[config.mk]
export PLATFORM = sky130hd
export DESIGN_NAME = uart_rx_sampler_flat
export DESIGN_NICKNAME = d
export VERILOG_FILES = /design/src/rtl/uart_rx_sampler_if.sv /design/src/rtl/uart_rx_sampler.sv /design/src/flat_wrapper.sv
export SDC_FILE = /design/constraint.sdc
export NUM_CORES = 1
export LEC_CHECK = 0
export CAP_MARGIN = 0
export CORE_MARGIN = 3
export CORE_UTILIZATION = 60
export CTS_CLUSTER_DIAMETER = 80
export CTS_CLUSTER_SIZE = 10
export DETAILED_ROUTE_END_ITERATION = 10
export PLACE_DENSITY = 0.82
export SLEW_MARGIN = 15
export SYNTH_ARGS = -nofsm -noshare
export SYNTH_HDL_FRONTEND = slang
export SYNTH_SLANG_ARGS = --single-unit
[constraint.sdc]
create_clock -name uart_clk -period 4.45 [get_ports uart_clk]
set_clock_uncertainty 0.15 [all_clocks]
set_input_delay 0.89 -clock uart_clk [delete_from_list [all_inputs] [get_ports uart_clk]]
set_output_delay 0.89 -clock uart_clk [all_outputs]
set_load 0.05 [all_outputs]
[src/rtl/uart_rx_sampler_if.sv]
// Serial receive link: the rxd line into the sampler and the parallel byte/status back out.
interface uart_rx_sampler_if;
  logic       rxd;
  logic [7:0] rx_data;
  logic       rx_status;
  logic       rx_busy;
  logic       frame_err;

  modport master (output rxd, input rx_data, rx_status, rx_busy, frame_err);
  modport slave  (input rxd, output rx_data, rx_status, rx_busy, frame_err);
endinterface

[src/rtl/uart_rx_sampler.sv]
// 16x-oversampled 8N1 UART receiver: majority-of-three sampling at mid-bit,
// one-cycle strobe per good byte, sticky framing error.
module uart_rx_sampler #(
  parameter int OVERSAMPLE  = 16,
  parameter int SYNC_STAGES = 2
) (
  input  logic            uart_clk,
  input  logic            reset,
  uart_rx_sampler_if.slave rx
);
  localparam int TW = $clog2(OVERSAMPLE);
  localparam logic [TW-1:0] S0    = TW'(OVERSAMPLE/2 - 1);
  localparam logic [TW-1:0] S1    = TW'(OVERSAMPLE/2);
  localparam logic [TW-1:0] S2    = TW'(OVERSAMPLE/2 + 1);
  localparam logic [TW-1:0] TLAST = TW'(OVERSAMPLE - 1);

  typedef enum logic [1:0] {IDLE, START, DATA, STOP} state_e;

  state_e                 state_q, state_d;
  logic [SYNC_STAGES-1:0] sync_q;
  logic                   rxs, rxs_d_q;
  logic [TW-1:0]          tick_q, tick_d;
  logic [2:0]             bit_q, bit_d;
  logic [7:0]             shift_q, shift_d;
  logic                   s0_q, s0_d, s1_q, s1_d;
  logic [7:0]             data_q, data_d;
  logic                   stat_q, stat_d;
  logic                   ferr_q, ferr_d;
  logic                   busy_q;
  logic                   maj, at_s2, at_last, fall;

  assign rxs     = sync_q[SYNC_STAGES-1];
  assign fall    = rxs_d_q & ~rxs;
  assign at_s2   = (tick_q == S2);
  assign at_last = (tick_q == TLAST);
  // Third sample is the live synchronised line in the S2 cycle itself.
  assign maj     = (s0_q & s1_q) | (s0_q & rxs) | (s1_q & rxs);

  always_ff @(posedge uart_clk or negedge reset) begin
    if (!reset) state_q <= IDLE;
    else        state_q <= state_d;
  end

  always_comb begin
    state_d = state_q;
    case (state_q)
      IDLE:  if (fall) state_d = START;
      START: if (at_s2 && maj) state_d = IDLE;
             else if (at_last) state_d = DATA;
      DATA:  if (at_last && bit_q == 3'd7) state_d = STOP;
      // Leave half a bit early so a back-to-back start edge is not missed.
      STOP:  if (at_s2) state_d = IDLE;
      default: state_d = IDLE;
    endcase
  end

  always_comb begin
    tick_d  = (state_q == IDLE || state_d == IDLE) ? '0 :
              (at_last ? '0 : tick_q + 1'b1);
    s0_d    = (tick_q == S0) ? rxs : s0_q;
    s1_d    = (tick_q == S1) ? rxs : s1_q;
    bit_d   = bit_q;
    shift_d = shift_q;
    data_d  = data_q;
    stat_d  = 1'b0;
    ferr_d  = ferr_q;
    case (state_q)
      START: if (at_last) bit_d = 3'd0;
      DATA: begin
        if (at_s2)   shift_d[bit_q] = maj;
        if (at_last) bit_d = bit_q + 3'd1;
      end
      STOP: if (at_s2) begin
        if (maj) begin
          data_d = shift_q;
          stat_d = 1'b1;
          ferr_d = 1'b0;
        end else begin
          ferr_d = 1'b1;
        end
      end
      default: ;
    endcase
  end

  always_ff @(posedge uart_clk or negedge reset) begin
    if (!reset) begin
      sync_q  <= '1;
      rxs_d_q <= 1'b1;
      tick_q  <= '0;
      bit_q   <= '0;
      shift_q <= '0;
      s0_q    <= 1'b1;
      s1_q    <= 1'b1;
      data_q  <= '0;
      stat_q  <= 1'b0;
      ferr_q  <= 1'b0;
      busy_q  <= 1'b0;
    end else begin
      sync_q  <= {sync_q[SYNC_STAGES-2:0], rx.rxd};
      rxs_d_q <= rxs;
      tick_q  <= tick_d;
      bit_q   <= bit_d;
      shift_q <= shift_d;
      s0_q    <= s0_d;
      s1_q    <= s1_d;
      data_q  <= data_d;
      stat_q  <= stat_d;
      ferr_q  <= ferr_d;
      busy_q  <= (state_d != IDLE);
    end
  end

  assign rx.rx_data   = data_q;
  assign rx.rx_status = stat_q;
  assign rx.rx_busy   = busy_q;
  assign rx.frame_err = ferr_q;
endmodule

[src/flat_wrapper.sv]
// flat-port wrapper written by rule: the top's interface ports become plain ports
module uart_rx_sampler_flat 
#(
  parameter int OVERSAMPLE  = 16,
  parameter int SYNC_STAGES = 2
)
  (uart_clk, reset, rx_rxd, rx_rx_data, rx_rx_status, rx_rx_busy, rx_frame_err);
  uart_rx_sampler_if rx_i ();
  input  logic uart_clk;
  input  logic reset;
  input wire logic [$bits(rx_i.rxd)-1:0] rx_rxd;
  output wire logic [$bits(rx_i.rx_data)-1:0] rx_rx_data;
  output wire logic [$bits(rx_i.rx_status)-1:0] rx_rx_status;
  output wire logic [$bits(rx_i.rx_busy)-1:0] rx_rx_busy;
  output wire logic [$bits(rx_i.frame_err)-1:0] rx_frame_err;
  assign rx_i.rxd = rx_rxd;
  assign rx_rx_data = rx_i.rx_data;
  assign rx_rx_status = rx_i.rx_status;
  assign rx_rx_busy = rx_i.rx_busy;
  assign rx_frame_err = rx_i.frame_err;
  uart_rx_sampler #(.OVERSAMPLE(OVERSAMPLE), .SYNC_STAGES(SYNC_STAGES)) u_core (.uart_clk(uart_clk), .reset(reset), .rx(rx_i));
endmodule
==> results of run 1 <==
## layout make-up
cell class / instances / area [µm²]
clock inverters: 1 / 30.03
multi-input cells: 80 / 700.7
repair buffers: 14 / 137.6
flip-flops and latches: 33 / 832.0
fillers: 166 / 669.4
clock buffers: 7 / 55.05
inverters: 10 / 37.54
well taps: 30 / 37.54
## worst reg2reg max path, delay by kind of cell, from the launching register on
family / cells / cell delay (ps)
simple gates: 3 / 900
flops: 1 / 400
mux: 1 / 360
fa+ha+maj: 1 / 140
buf+inv: 1 / 100
## synth_stat cells (2+ instances only)
master	n	area (µm²)
sky130_fd_sc_hd__a21oi_1	5	25.02
sky130_fd_sc_hd__a221oi_2	2	30.03
sky130_fd_sc_hd__a22o_1	5	43.79
sky130_fd_sc_hd__and3_2	2	15.01
sky130_fd_sc_hd__clkbuf_1	2	7.510
sky130_fd_sc_hd__dfrtp_1	28	700.7
sky130_fd_sc_hd__dfstp_2	5	131.4
sky130_fd_sc_hd__ha_1	9	112.6
sky130_fd_sc_hd__inv_1	10	37.54
sky130_fd_sc_hd__mux2_2	19	214.0
sky130_fd_sc_hd__nand2_1	6	22.52
sky130_fd_sc_hd__nand2b_1	2	12.51
sky130_fd_sc_hd__nand3_1	3	15.01
sky130_fd_sc_hd__nand3b_1	3	22.52
sky130_fd_sc_hd__nor2_1	5	18.77
sky130_fd_sc_hd__nor3b_1	2	15.01
sky130_fd_sc_hd__o21ai_0	2	10.01
## registers in the layout, indices dropped and copies added (netlist names)
| name | flops |
|---|---|
| u_core.tick_q | 4 |
| u_core.state_q | 2 |
| u_core.shift_q | 8 |
| u_core.rx.rx_data | 8 |
| u_core.rxs_d_q | 1 |
| u_core.sync_q | 2 |
| u_core.s0_q | 1 |
| u_core.rx.rx_busy | 1 |
| u_core.rx.rx_status | 1 |
| u_core.rx.frame_err | 1 |
| u_core.s1_q | 1 |
| u_core.bit_q | 3 |
## final timing paths
check	to	cells after the start	start	slack (ps)
hold / removal	u_core.sync_q[1]	0	u_core.sync_q[0]	210
hold reg to reg	u_core.sync_q[1]	0	u_core.sync_q[0]	210
setup reg to reg	u_core.shift_q[4]	6	u_core.tick_q[1]	2290
min in group asynchronous	u_core.rx.rx_busy	2	reset	780
max in group asynchronous	u_core.s1_q	2	reset	3030
setup / recovery	rx_rx_data[7]	1	u_core.rx.rx_data[7]	1910
## layer usage
metal | up-vias | GRT usage
li1 | 485 | -
met1 | 524 | 0.2348
met2 | 25 | 0.3016
met3 | 3 | 0.07919
met4 | 0 | 0.05960
met5 | - | 0
## cells by family (layout without fill, tap and decap cells)
| logic type | Yosys count | after routing | synth area share |
|---|---|---|---|
| compound gates | 21 | 21 | 0.1185 |
| xor+xnor | 1 | 1 | 0.005496 |
| fa+ha+maj | 10 | 10 | 0.07771 |
| buf+inv | 14 | 32 | 0.03846 |
| flops | 33 | 33 | 0.5220 |
| mux | 19 | 19 | 0.1342 |
| simple gates | 29 | 29 | 0.1036 |
## power by group
group	internal (W)	total [W]	switching, W	leakage (nW)
clock network	0.000134	0.000229	0.0000951	0.0455
logic	0.0000991	0.000281	0.000182	0.385
registers	0.000335	0.000362	0.0000261	0.435
## metrics by stage
step	std cells	setup slack, ps	hold slack (ps)	area [µm²]	utilization
2_1_floorplan	127	2608	195.2	1594	-
3_3_place_gp	167	2288	197.1	1745	0.6982
3_5_place_dp	167	2270	198.5	1745	0.6982
4_1_cts	175	1894	215.1	1831	0.7322
5_1_grt	175	1844	214.7	1831	0.7322
6_report	175	1908	213.6	1831	0.7322
==> results.txt, run 1 <==
The run finished with clean final reports. Post-synthesis cell count: 127. The post-route fraction of the period consumed by the critical path was 0.5711; the total power of the final layout was 0.0008715 W. The number of port buffers is 13. The fraction of layout cells with a size suffix above 1 was 0.2828; the initial antenna violation count was 0. The count of buffer and inverter cells on the critical path is 1, and the share of synthesized area occupied by flip-flops and latches is 0.5220.

The first detailed-routing pass took 4 iterations. Count of maximum capacitance violations: 0. The placed wire-length estimate after detailed placement was 1.879 mm; the maximum number of pins on one net before global-route repair was 34. The starting density of the core is 0.6376, and the largest fanout on the critical path is 2. VDD sags by at most 0.0003423 V. The tightest min-delay check is of the register to register type. The run gives 0 as the post-CTS setup repair buffer count. Setup repair after global routing left no endpoint under its margin. The run gives 0 as the antenna diode count. The logs give 0.6604 for the worst slew margin relative to its limit and 1500 ps for the arrival time reported for the critical path endpoint.

The clock input transition at the sequential cells of the worst setup and hold paths was 100 ps. Achievable clock frequency: 393.5 MHz. Number of register bits inferred by synthesis: 33. From synthesis to final layout, the design area changed by 14.84%. STA classifies the critical path startpoint as a register. The region available for standard cell placement spans 2500 µm². Standard-cell row count: 18.

Yosys printed 0 warnings. After detailed routing, the met2 layer carries 1.316 mm of wire. The number of synthesized flops with an enable pin is 0, and the worst path required time is 3410 ps. Largest delay contributor family on the critical path: buffers and inverters. In this run the clock root is driven by a sky130_fd_sc_hd__clkbuf_4. Leaving out fill and tap cells, the most frequent cell in the layout is sky130_fd_sc_hd__dfrtp_1. The weighted congestion reported at the end of routability-driven placement came out at 0.8644. The mapped netlist covers 1594 µm². In this run the remaining antenna-violating nets after routing total 0. Via count of the first global-routing pass: 1,063. The final net count came out at 156. Total routing resource utilization after global routing: 0.1895. The peak per-stage delay on the critical path was 810 ps.

Number of slew-limit violations in the final report: 0. TritonCTS built the clock tree. The clock network latency to the later pin of the worst-skew pair is 330 ps. The tools report the nature of the critical path endpoint as a primary output.

The first global-routing pass estimated 4.712 mm of wire. A synthesized cell averages 12.55 µm². For the met1 routed wirelength after detailed routing, the log shows 1.166 mm. The die covers 3311 µm². The slowest library cell on the worst path was sky130_fd_sc_hd__clkdlybuf4s50_1. The synthesized netlist contains 34 unique library cells.

Summed over all failing endpoints, the final setup total negative slack is 0 ps. In this run, the number of DRC markers left after iteration 0 of detailed routing was 28. The classification of the worst setup path is register to primary output. The fraction of synthesis flops using an asynchronous set or reset pin was 1.000; the total number of vias was 1,037. The clock drives 33 sinks.

Traced cell by cell, the critical path runs through clkdlybuf4s50_1. In this run the number of H-tree levels came out at 2. The number of hold-slack violations in the final timing report is 0. Static leakage: 0.8648 nW. In the routed design, unresolved DRC markers number 0.

In this run, post-CTS repair resized a total of 0 instances. In the layout the commonest cells are sky130_fd_sc_hd__dfrtp_1 (28), sky130_fd_sc_hd__mux2_2 (19), sky130_fd_sc_hd__clkdlybuf4s50_1 (13). The routed design has 2.641 mm of wire.

The global-route congestion overflow total was 0; the slew at the pin closest to its max-slew limit was 507.7 ps. Power spread over the standard cell area amounts to 476.1 nW/µm². In this run the count of I/O pins placed on the die edge is 14. The height of the chip was 57.55 µm; the synthesized net count was 139. The die width was 57.55 µm. The final period demand of the worst path was 2542 ps. Among all flip-flop cells after synthesis, the most frequent one is sky130_fd_sc_hd__dfrtp_1. Setup violations remaining at the end of the flow were counted as 0. In the final routed layout, each cell accounts on average for 15.09 µm. Wire segments on met3 add up to 139 µm in the final route.

Counting the buffers created by CTS gives 5. The detailed router used layers up to and including met4. After clock tree synthesis, the flow added hold-fix buffers numbering 0. The maximum clock insertion buffer count was 2; the number of vias per cell was 5.926.
Power figures use the tool's default switching activity.
==> run 2: changes to the inputs <==
--- a/config.mk
+++ b/config.mk
@@ -7,11 +7,11 @@
 export LEC_CHECK = 0
 export CAP_MARGIN = 0
 export CORE_MARGIN = 3
-export CORE_UTILIZATION = 60
+export CORE_UTILIZATION = 51
 export CTS_CLUSTER_DIAMETER = 80
 export CTS_CLUSTER_SIZE = 10
 export DETAILED_ROUTE_END_ITERATION = 10
-export PLACE_DENSITY = 0.82
+export PLACE_DENSITY = 0.75
 export SLEW_MARGIN = 15
 export SYNTH_ARGS = -nofsm -noshare
 export SYNTH_HDL_FRONTEND = slang
==> constraint.sdc (replaced) <==
create_clock -name uart_clk -period 2.3 [get_ports uart_clk]
set_clock_uncertainty 0.15 [all_clocks]
set_input_delay 0.46 -clock uart_clk [delete_from_list [all_inputs] [get_ports uart_clk]]
set_output_delay 0.46 -clock uart_clk [all_outputs]
set_load 0.05 [all_outputs]
==> run 2 against run 1 <==
- first-iteration DRC count down 54%
- combinational power up 91%
- count of clock-buffer cells in the layout up 1
- non-clock buffer count up 1
- largest cell class unchanged
==> results.txt, run 2 (same netlist as run 1, synthesis figures left out) <==
The tools report the static leakage as 0.8573 nW (-0.87%). The clock input transition at the sequential cells of the worst setup and hold paths was 100 ps (about the same). The slew at the pin closest to its max-slew limit was 499.8 ps (-7.933 ps); the number of nets still failing antenna checks after routing was 0 (unchanged). The maximum clock insertion buffer count is 2 (unchanged). Nature of the critical path endpoint: a primary output. The antenna diode count is 0 (unchanged). The run gives 0.0004759 V (+39%) as the highest ir drop seen on vdd.

Setup repair after global routing left no endpoint under its margin. The total length of routed wires was 2.500 mm (-5.3%). Leaving out fill and tap cells, the most frequent cells in the layout are sky130_fd_sc_hd__dfrtp_1 (28), sky130_fd_sc_hd__mux2_2 (19), sky130_fd_sc_hd__clkdlybuf4s50_1 (13).

The via count of the first global-routing pass was 1,025 (-3.6%); the power per cell area was 857.3 nW/µm² (+80%). The peak per-stage delay on the critical path came out at 800 ps (about the same). The tools report the first-pass GRT wire length as 4.222 mm (-10%). The run gives 0 (unchanged) as the number of hold-slack violations in the final timing report.

The run finished with clean final reports. The starting density of the core was 0.5542 (-0.08348). The area growth from synthesis to layout is 14.60%. The post-route fraction of the period consumed by the critical path works out to 0.9157. For the finished layout, the period the worst path requires is 2106 ps. The tools report the maximum level of the CTS H-tree as 2 (unchanged). The slowest library cell on the worst path was sky130_fd_sc_hd__clkdlybuf4s50_1. The logs give 14 (unchanged) for the number of top-level pins and 157 (+0.64%) for the final net count. The initial antenna violation count came out at 0 (unchanged).

Clock tree synthesis selected as its root buffer the cell sky130_fd_sc_hd__clkbuf_4. The area of the die is 3832 µm² (+16%). The standard-cell row count was 19 (+1); the number of port buffers was 13 (unchanged).

The logs give 0 (unchanged) for the global-route congestion overflow total and 0 (unchanged) for the number of slew-limit violations in the final report. The post-CTS setup repair buffer count was 0 (unchanged); the clock network latency to the later pin of the worst-skew pair was 330 ps (about the same). Broken down by cell family, the worst path's largest delay share belongs to buffers and inverters. Violation count after the first detailed-route iteration: 13 (-54%). The worst hold path belongs to the class register to register. The routed wirelength normalized by instance count is 13.30 µm (-12%), and the largest fanout on the critical path is 2 (unchanged). The count of buffer and inverter cells on the critical path was 1 (unchanged). The library cell used most frequently in the layout, excluding fill and tap cells, is sky130_fd_sc_hd__dfrtp_1.

The maximum number of pins on one net before global-route repair was 34 (unchanged). The total iterations of the first detailed-routing run is 3 (-1). The worst path required time is 1690 ps (-1720 ps), and the total routing resource utilization after global routing is 0.1556 (-0.03391). TritonCTS built the clock tree. The die width came out at 61.91 µm (+7.6%). The height of the chip came out at 61.91 µm (+7.6%). The critical path goes through clkdlybuf4s50_1. The total core area came out at 2877 µm² (+15%). The count of maximum capacitance violations was 0 (unchanged); the weighted congestion reported at the end of routability-driven placement was 0.8264 (-4.4%). The number of hold buffers added after CTS is 0 (unchanged), and the total number of vias is 1,012 (-2.4%). The final core utilization was 0.6351 (-0.09717); the arrival time reported for the critical path endpoint was 1500 ps (about the same). The number of instances resized during post-cts repair came out at 0 (unchanged). The worst setup path is of the register to primary output kind. The placed wire-length estimate after detailed placement was 1.827 mm (-2.8%). The worst slew margin relative to its limit is 0.6657 (+0.005305), and the achievable clock frequency is 474.8 MHz. The fraction of layout cells with a size suffix above 1 came out at 0.2808 (-0.001937). The logs give 0.001566 W (+80%) for the total power of the final layout and 33 (unchanged) for the clock sink total. The number of vias per cell works out to 5.383 (-9.2%). The worst setup path is launched from a register.

For the number of buffers added by the clock tree synthesis step, the log shows 5 (unchanged). The number of endpoints failing setup at the final stage was 0 (unchanged); the post-detailed-route DRC marker count was 0 (unchanged). The final total negative setup slack is 0 ps (unchanged).
[run 2: changes by cell type in the layout (fill, tap and decap cells not counted), sizes merged]
| cell | change |
|---|---|
| clkbuf | +1 |
| buf | +1 |
| bufinv | -1 |
[run 2: final timing paths]
kind / depth (start not counted) / startpoint / slack, ps / to
min in group asynchronous: 2 / reset / 360 / u_core.rx.rx_data[3]
worst max-delay path: 1 / u_core.rx.rx_data[7] / 190 / rx_rx_data[7]
worst max register to register: 6 / u_core.tick_q[1] / 200 / u_core.shift_q[4]
worst min-delay path: 0 / u_core.sync_q[0] / 210 / u_core.sync_q[1]
worst min register to register: 0 / u_core.sync_q[0] / 210 / u_core.sync_q[1]
max in group asynchronous: 2 / reset / 1300 / u_core.rxs_d_q
[run 2: area by class of cell]
type	count	area [µm²]
Timing Repair Buffer	15	145.1
Clock buffer	8	58.81
Multi-Input combinational cell	80	700.7
Inverter	10	37.54
Sequential cell	33	832.0
Fill cell	228	1050
Tap cell	42	52.55
[run 2: power by group]
part / leakage, nW / switching (W) / internal, W / total [W]
combinational: 0.390 / 0.000345 / 0.000193 / 0.000538
clock: 0.0326 / 0.000178 / 0.000151 / 0.000328
sequential: 0.435 / 0.0000507 / 0.000649 / 0.000700
total: 0.857 / 0.000574 / 0.000992 / 0.00157
[run 2: stage by stage]
stage | setup slack, ps | hold slack [ps] | cells | instance area, µm²
after global routing | 112.0 | 214.8 | 188 | 1827
final | 194.0 | 212.3 | 188 | 1827
after detailed placement | 207.5 | 196.8 | 180 | 1768
after floorplan | 458.2 | 14.41 | 127 | 1594
after CTS | 181.1 | 213.0 | 188 | 1827
after global placement | 285.3 | 199.7 | 180 | 1768
[run 2: metal layers]
metal / GRT usage / wire (µm) / up-vias / share of wire
met2: 0.2511 / 1187 / 18 / 0.47
met4: 0.08788 / 55 / 0 / 0.022
li1: - / - / 484 / -
met5: 0 / 0 / - / 0
met1: 0.1804 / 1158 / 502 / 0.46
met3: 0.05372 / 98 / 8 / 0.039
==> run 3: changes to the inputs <==
--- a/config.mk
+++ b/config.mk
@@ -5,13 +5,14 @@
 export SDC_FILE = /design/constraint.sdc
 export NUM_CORES = 1
 export LEC_CHECK = 0
+export ABC_AREA = 1
 export CAP_MARGIN = 0
 export CORE_MARGIN = 3
 export CORE_UTILIZATION = 51
 export CTS_CLUSTER_DIAMETER = 80
 export CTS_CLUSTER_SIZE = 10
 export DETAILED_ROUTE_END_ITERATION = 10
-export PLACE_DENSITY = 0.75
+export PLACE_DENSITY = 0.74
 export SLEW_MARGIN = 15
 export SYNTH_ARGS = -nofsm -noshare
 export SYNTH_HDL_FRONTEND = slang
==> run 3 against run 2 <==
- die area increased by 2.5%
- largest power group unchanged
- maximum frequency decreased by 0.53%
- final cell count increased by 25%
- critical endpoint is now rx_rx_data[5]
- worst setup slack got worse by 11 ps
- count of clock-buffer cells in the layout decreased by 2
- via count increased by 10%
- worst hold slack about the same
- highest routed layer unchanged
- power increased by 7.6%
- synthesized area increased by 2.7%
==> results.txt, run 3 <==
By instance count, the leading cell after synthesis is sky130_fd_sc_hd__nand2_1. The number of hold buffers added after CTS was 0 (unchanged); the proportion of synthesized area in mux cells was 0 (-0.1342). The maximum number of pins on one net before global-route repair was 34 (unchanged).

The logs give 0.001004 W (+1.1%) for the internal power and 0.6623 (-0.003499) for the worst slew margin relative to its limit. The tools report the count of maximum capacitance violations as 0 (unchanged). The first-pass GRT wire length came out at 5.306 mm (+26%). The peak per-stage delay on the critical path came out at 810 ps (about the same). Number of slew-limit violations in the final report: 0 (unchanged). Ranked by total cell area, the synthesized netlist is headed by sky130_fd_sc_hd__dfrtp_1 (43%), sky130_fd_sc_hd__nand2_1 (9.2%), sky130_fd_sc_hd__dfstp_2 (8.0%), sky130_fd_sc_hd__ha_1 (6.9%), sky130_fd_sc_hd__o21ai_0 (5.2%). Beginning of the critical path: u_core.rx.rx_data[5]. The logs give 0.9260 nW (+8.0%) for the static leakage and 0 (unchanged) for the post-detailed-route DRC marker count. Worst min-delay path category: register to register. The fraction of the mapped netlist area in compound gates was 0.08938 (-0.02914); the synthesized net count was 184 (+32%).

The total core area was 2900 µm² (+0.83%); the flop-to-flop setup slack was 540 ps (+340 ps). The number of port buffers works out to 13 (unchanged). The standard cell area after detailed placement is 1817 µm² (+2.8%), and the number of unique standard cell types used by synthesis is 26 (-24%). The tools report the global-route congestion overflow total as 0 (unchanged).

For the net switching power, the log shows 0.0006820 W (+19%). The die width is 62.67 µm (+1.2%). The worst register-to-register path begins at u_core.state_q[1]. The tree is rooted in a sky130_fd_sc_hd__clkbuf_4.

Share of synthesized area occupied by flip-flops and latches: 0.5080 (-0.01396). The fraction of layout cells with a size suffix above 1 came out at 0.2228 (-0.05802). The post-synthesis adder-cell area fraction is 0.06875 (-0.008953). The height of the chip was 62.67 µm (+1.2%).

For the number of hold-slack violations in the final timing report, the log shows 0 (unchanged). Share of the synthesized area in the top cell type: 0.4278 (-0.01175). The critical path is of the register to primary output type. The part of the total power dissipated in combinational logic was 0.385 (+0.041). The number of nets still failing antenna checks after routing was 0 (unchanged); the starting density of the core was 0.5647 (+0.01056).

For the number of instances resized during post-cts repair, the log shows 0 (unchanged). For the maximum clock insertion buffer count, the log shows 2 (unchanged). Slew at the pin closest to its max-slew limit: 505.0 ps (+5.232 ps). For this run, the leading register cell type out of synthesis is sky130_fd_sc_hd__dfrtp_1.

The achievable clock frequency is 472.3 MHz (-0.53%), and the final period demand of the worst path is 2117 ps (+11.20 ps). The logs give 0 (unchanged) for the post-CTS setup repair buffer count and 5 (unchanged) for the number of buffers added by the clock tree synthesis step. Total number of vias: 1,117 (+10%). The sequential fraction of design power is 0.440 (-0.007), and the placed wire-length estimate after detailed placement is 2.102 mm (+15%). The instance count on the critical path was 1 (unchanged).

The fraction of power spent switching nets is 0.4046 (+0.03823). The run gives 0.176 (-0.034) as the fraction of power consumed by the clock network. The run gives 1690 ps (about the same) as the worst path required time. Combinational family with the most area after synthesis: simple AND/OR/NAND/NOR gates. The final net count was 204 (+30%); the antenna diode count was 0 (unchanged).

The power per cell area is 902.3 nW/µm² (+5.2%), and the area of the die is 3928 µm² (+2.5%). The initial antenna violation count is 0 (unchanged), and the number of synthesized flops with an enable pin is 0 (unchanged). The cell area after synthesis came out at 1638 µm² (+2.7%).

The weighted congestion reported at the end of routability-driven placement is 0.9117 (+10%). The startpoint type of the worst setup path is a register. TritonCTS built the clock tree. The count of buffer and inverter cells on the critical path is 1 (unchanged). The logs give 0.1739 (+0.01830) for the total routing resource utilization after global routing and 1510 ps (about the same) for the arrival time reported for the critical path endpoint. The synthesized-area fraction occupied by xor and xnor cells works out to 0.005348 (-0.0001469).

Leading cell type in the layout, fill and taps excluded: sky130_fd_sc_hd__nand2_1. In this run the worst setup path terminates at rx_rx_data[5]. The post-route fraction of the period consumed by the critical path is 0.9205 (+0.004868). The simple logic cell fraction of the synthesized area works out to 0.2628 (+0.1592). Largest delay contributor family on the critical path: buffers and inverters.

The largest fanout on the critical path was 2 (unchanged); the post-synthesis cell count was 172 (+35%). Ranked by instance count, the synthesized netlist is headed by sky130_fd_sc_hd__nand2_1 (40), sky130_fd_sc_hd__dfrtp_1 (28), sky130_fd_sc_hd__inv_1 (20), sky130_fd_sc_hd__o21ai_0 (17), sky130_fd_sc_hd__nand3_1 (10). Setup repair after global routing left no endpoint under its margin.

For the total length of routed wires, the log shows 2.768 mm (+11%). The routed wirelength normalized by instance count was 11.78 µm (-11%); the clock input transition at the sequential cells of the worst setup and hold paths was 100 ps (about the same). The run gives 4 (+1) as the total iterations of the first detailed-routing run. The library cells used most frequently in the layout, excluding fill and tap cells, are sky130_fd_sc_hd__nand2_1 (40), sky130_fd_sc_hd__dfrtp_1 (28), sky130_fd_sc_hd__inv_1 (20). The run gives 0.0007048 V (+48%) as the highest ir drop seen on vdd. Number of register bits inferred by synthesis: 33 (unchanged). The number of top-level pins came out at 14 (unchanged). The capture point of the worst reg-to-reg path was u_core.tick_q[3]. Walking the worst path, the cells encountered are clkdlybuf4s50_1.

Slowest library cell on the worst path: sky130_fd_sc_hd__clkdlybuf4s50_1. For the number of warnings issued by yosys, the log shows 0 (unchanged). The final total negative setup slack is 0 ps (unchanged).

The flow ran to the end, and the final reports show no timing, DRC or antenna violations. Violation count after the first detailed-route iteration: 68 (+55). For the maximum level of the CTS H-tree, the log shows 2 (unchanged). The area growth from synthesis to layout came out at 14.06%. The average instance area after synthesis is 9.522 µm² (-24%).

The number of vias per cell works out to 4.753 (-12%). The tools report the clock sink total as 33 (unchanged). The clock network latency to the later pin of the worst-skew pair was 330 ps (about the same); the standard-cell row count was 19 (unchanged). The synthesized design spends more area on one cell type than any other, namely sky130_fd_sc_hd__dfrtp_1. The fraction of synthesis flops using an asynchronous set or reset pin was 1.000 (unchanged); the number of endpoints failing setup at the final stage was 0 (unchanged).

The area of all placed cells without fillers came out at 1868 µm² (+2.3%). The worst setup path is captured at a primary output. The worst reg2reg path depth was 11 (+5); the via count of the first global-routing pass was 1,160 (+13%).
-- run 3: cell types whose count changed in the layout (fill, tap and decap cells not counted), moves of 4 or more --
cell                      change
sky130_fd_sc_hd__nor2_2       +5
sky130_fd_sc_hd__mux2_2      -19
sky130_fd_sc_hd__o21ai_0     +15
sky130_fd_sc_hd__nand3_1      +7
sky130_fd_sc_hd__inv_2        +4
sky130_fd_sc_hd__a22o_1       -5
sky130_fd_sc_hd__nand2_4      +4
sky130_fd_sc_hd__nand2_1     +34
sky130_fd_sc_hd__nand2_2      +6
sky130_fd_sc_hd__inv_1       +10
-- run 3: area by class of cell --
cell class / count / area [µm²]
well taps: 42 / 52.55
flip-flops and latches: 33 / 832.0
clock buffers: 6 / 41.29
inverters: 25 / 96.34
fillers: 258 / 1032
multi-input cells: 113 / 698.2
clock inverters: 2 / 10.01
repair buffers: 14 / 137.6
-- run 3: how the worst min path moves through the flow --
stage                     slack (ps)             start                to  depth (start not counted)
after floorplan                   10             reset   u_core.bit_q[0]                          0
after global placement           200  u_core.sync_q[0]  u_core.sync_q[1]                          0
after detailed placement         200  u_core.sync_q[0]  u_core.sync_q[1]                          0
after CTS                        220  u_core.sync_q[0]  u_core.sync_q[1]                          0
after global routing             220  u_core.sync_q[0]  u_core.sync_q[1]                          0
final                            210  u_core.sync_q[0]  u_core.sync_q[1]                          0
-- run 3: power by group through the flow --
| stage | logic, W | clock network (W) | registers, W |
|---|---|---|---|
| 6_report | 0.000649 | 0.000296 | 0.000741 |
| 5_1_grt | 0.000748 | 0.000339 | 0.000754 |
| 4_1_cts | 0.000657 | 0.000312 | 0.000740 |
| 3_5_place_dp | 0.000653 | 0 | 0.000751 |
| 3_3_place_gp | 0.000624 | 0 | 0.000745 |
| 2_1_floorplan | 0.000495 | 0 | 0.000765 |
-- run 3: stage by stage --
step / utilization / power, W / std cells / hold WS, ps / setup slack [ps]
after floorplan: - / 0.001260 / 172 / 14.41 / 718.5
after global placement: 0.6264 / 0.001370 / 227 / 200.7 / 554.5
after detailed placement: 0.6264 / 0.001404 / 227 / 199.0 / 528.1
after CTS: 0.6441 / 0.001710 / 235 / 215.3 / 152.6
after global routing: 0.6441 / 0.001842 / 235 / 223.7 / 112.5
final: 0.6441 / 0.001686 / 235 / 212.8 / 182.8
-- run 3: kinds of logic (layout without fill, tap and decap cells) --
family                   count (synthesis)  count (layout)
adder cells (fa/ha/maj)                  9               9
AND/OR/NAND/NOR                         78              78
flip-flops                              33              33
AO/OA/AOI/OAI                           25              25
XOR/XNOR                                 1               1
buffers and inverters                   26              47
-- run 3: metal layers --
metal	GRT usage	up-vias	part of all wire
met3	0.06295	4	0.043
met2	0.2623	17	0.46
met1	0.2240	512	0.48
met4	0.07713	0	0.017
met5	0	-	0
li1	-	584	-
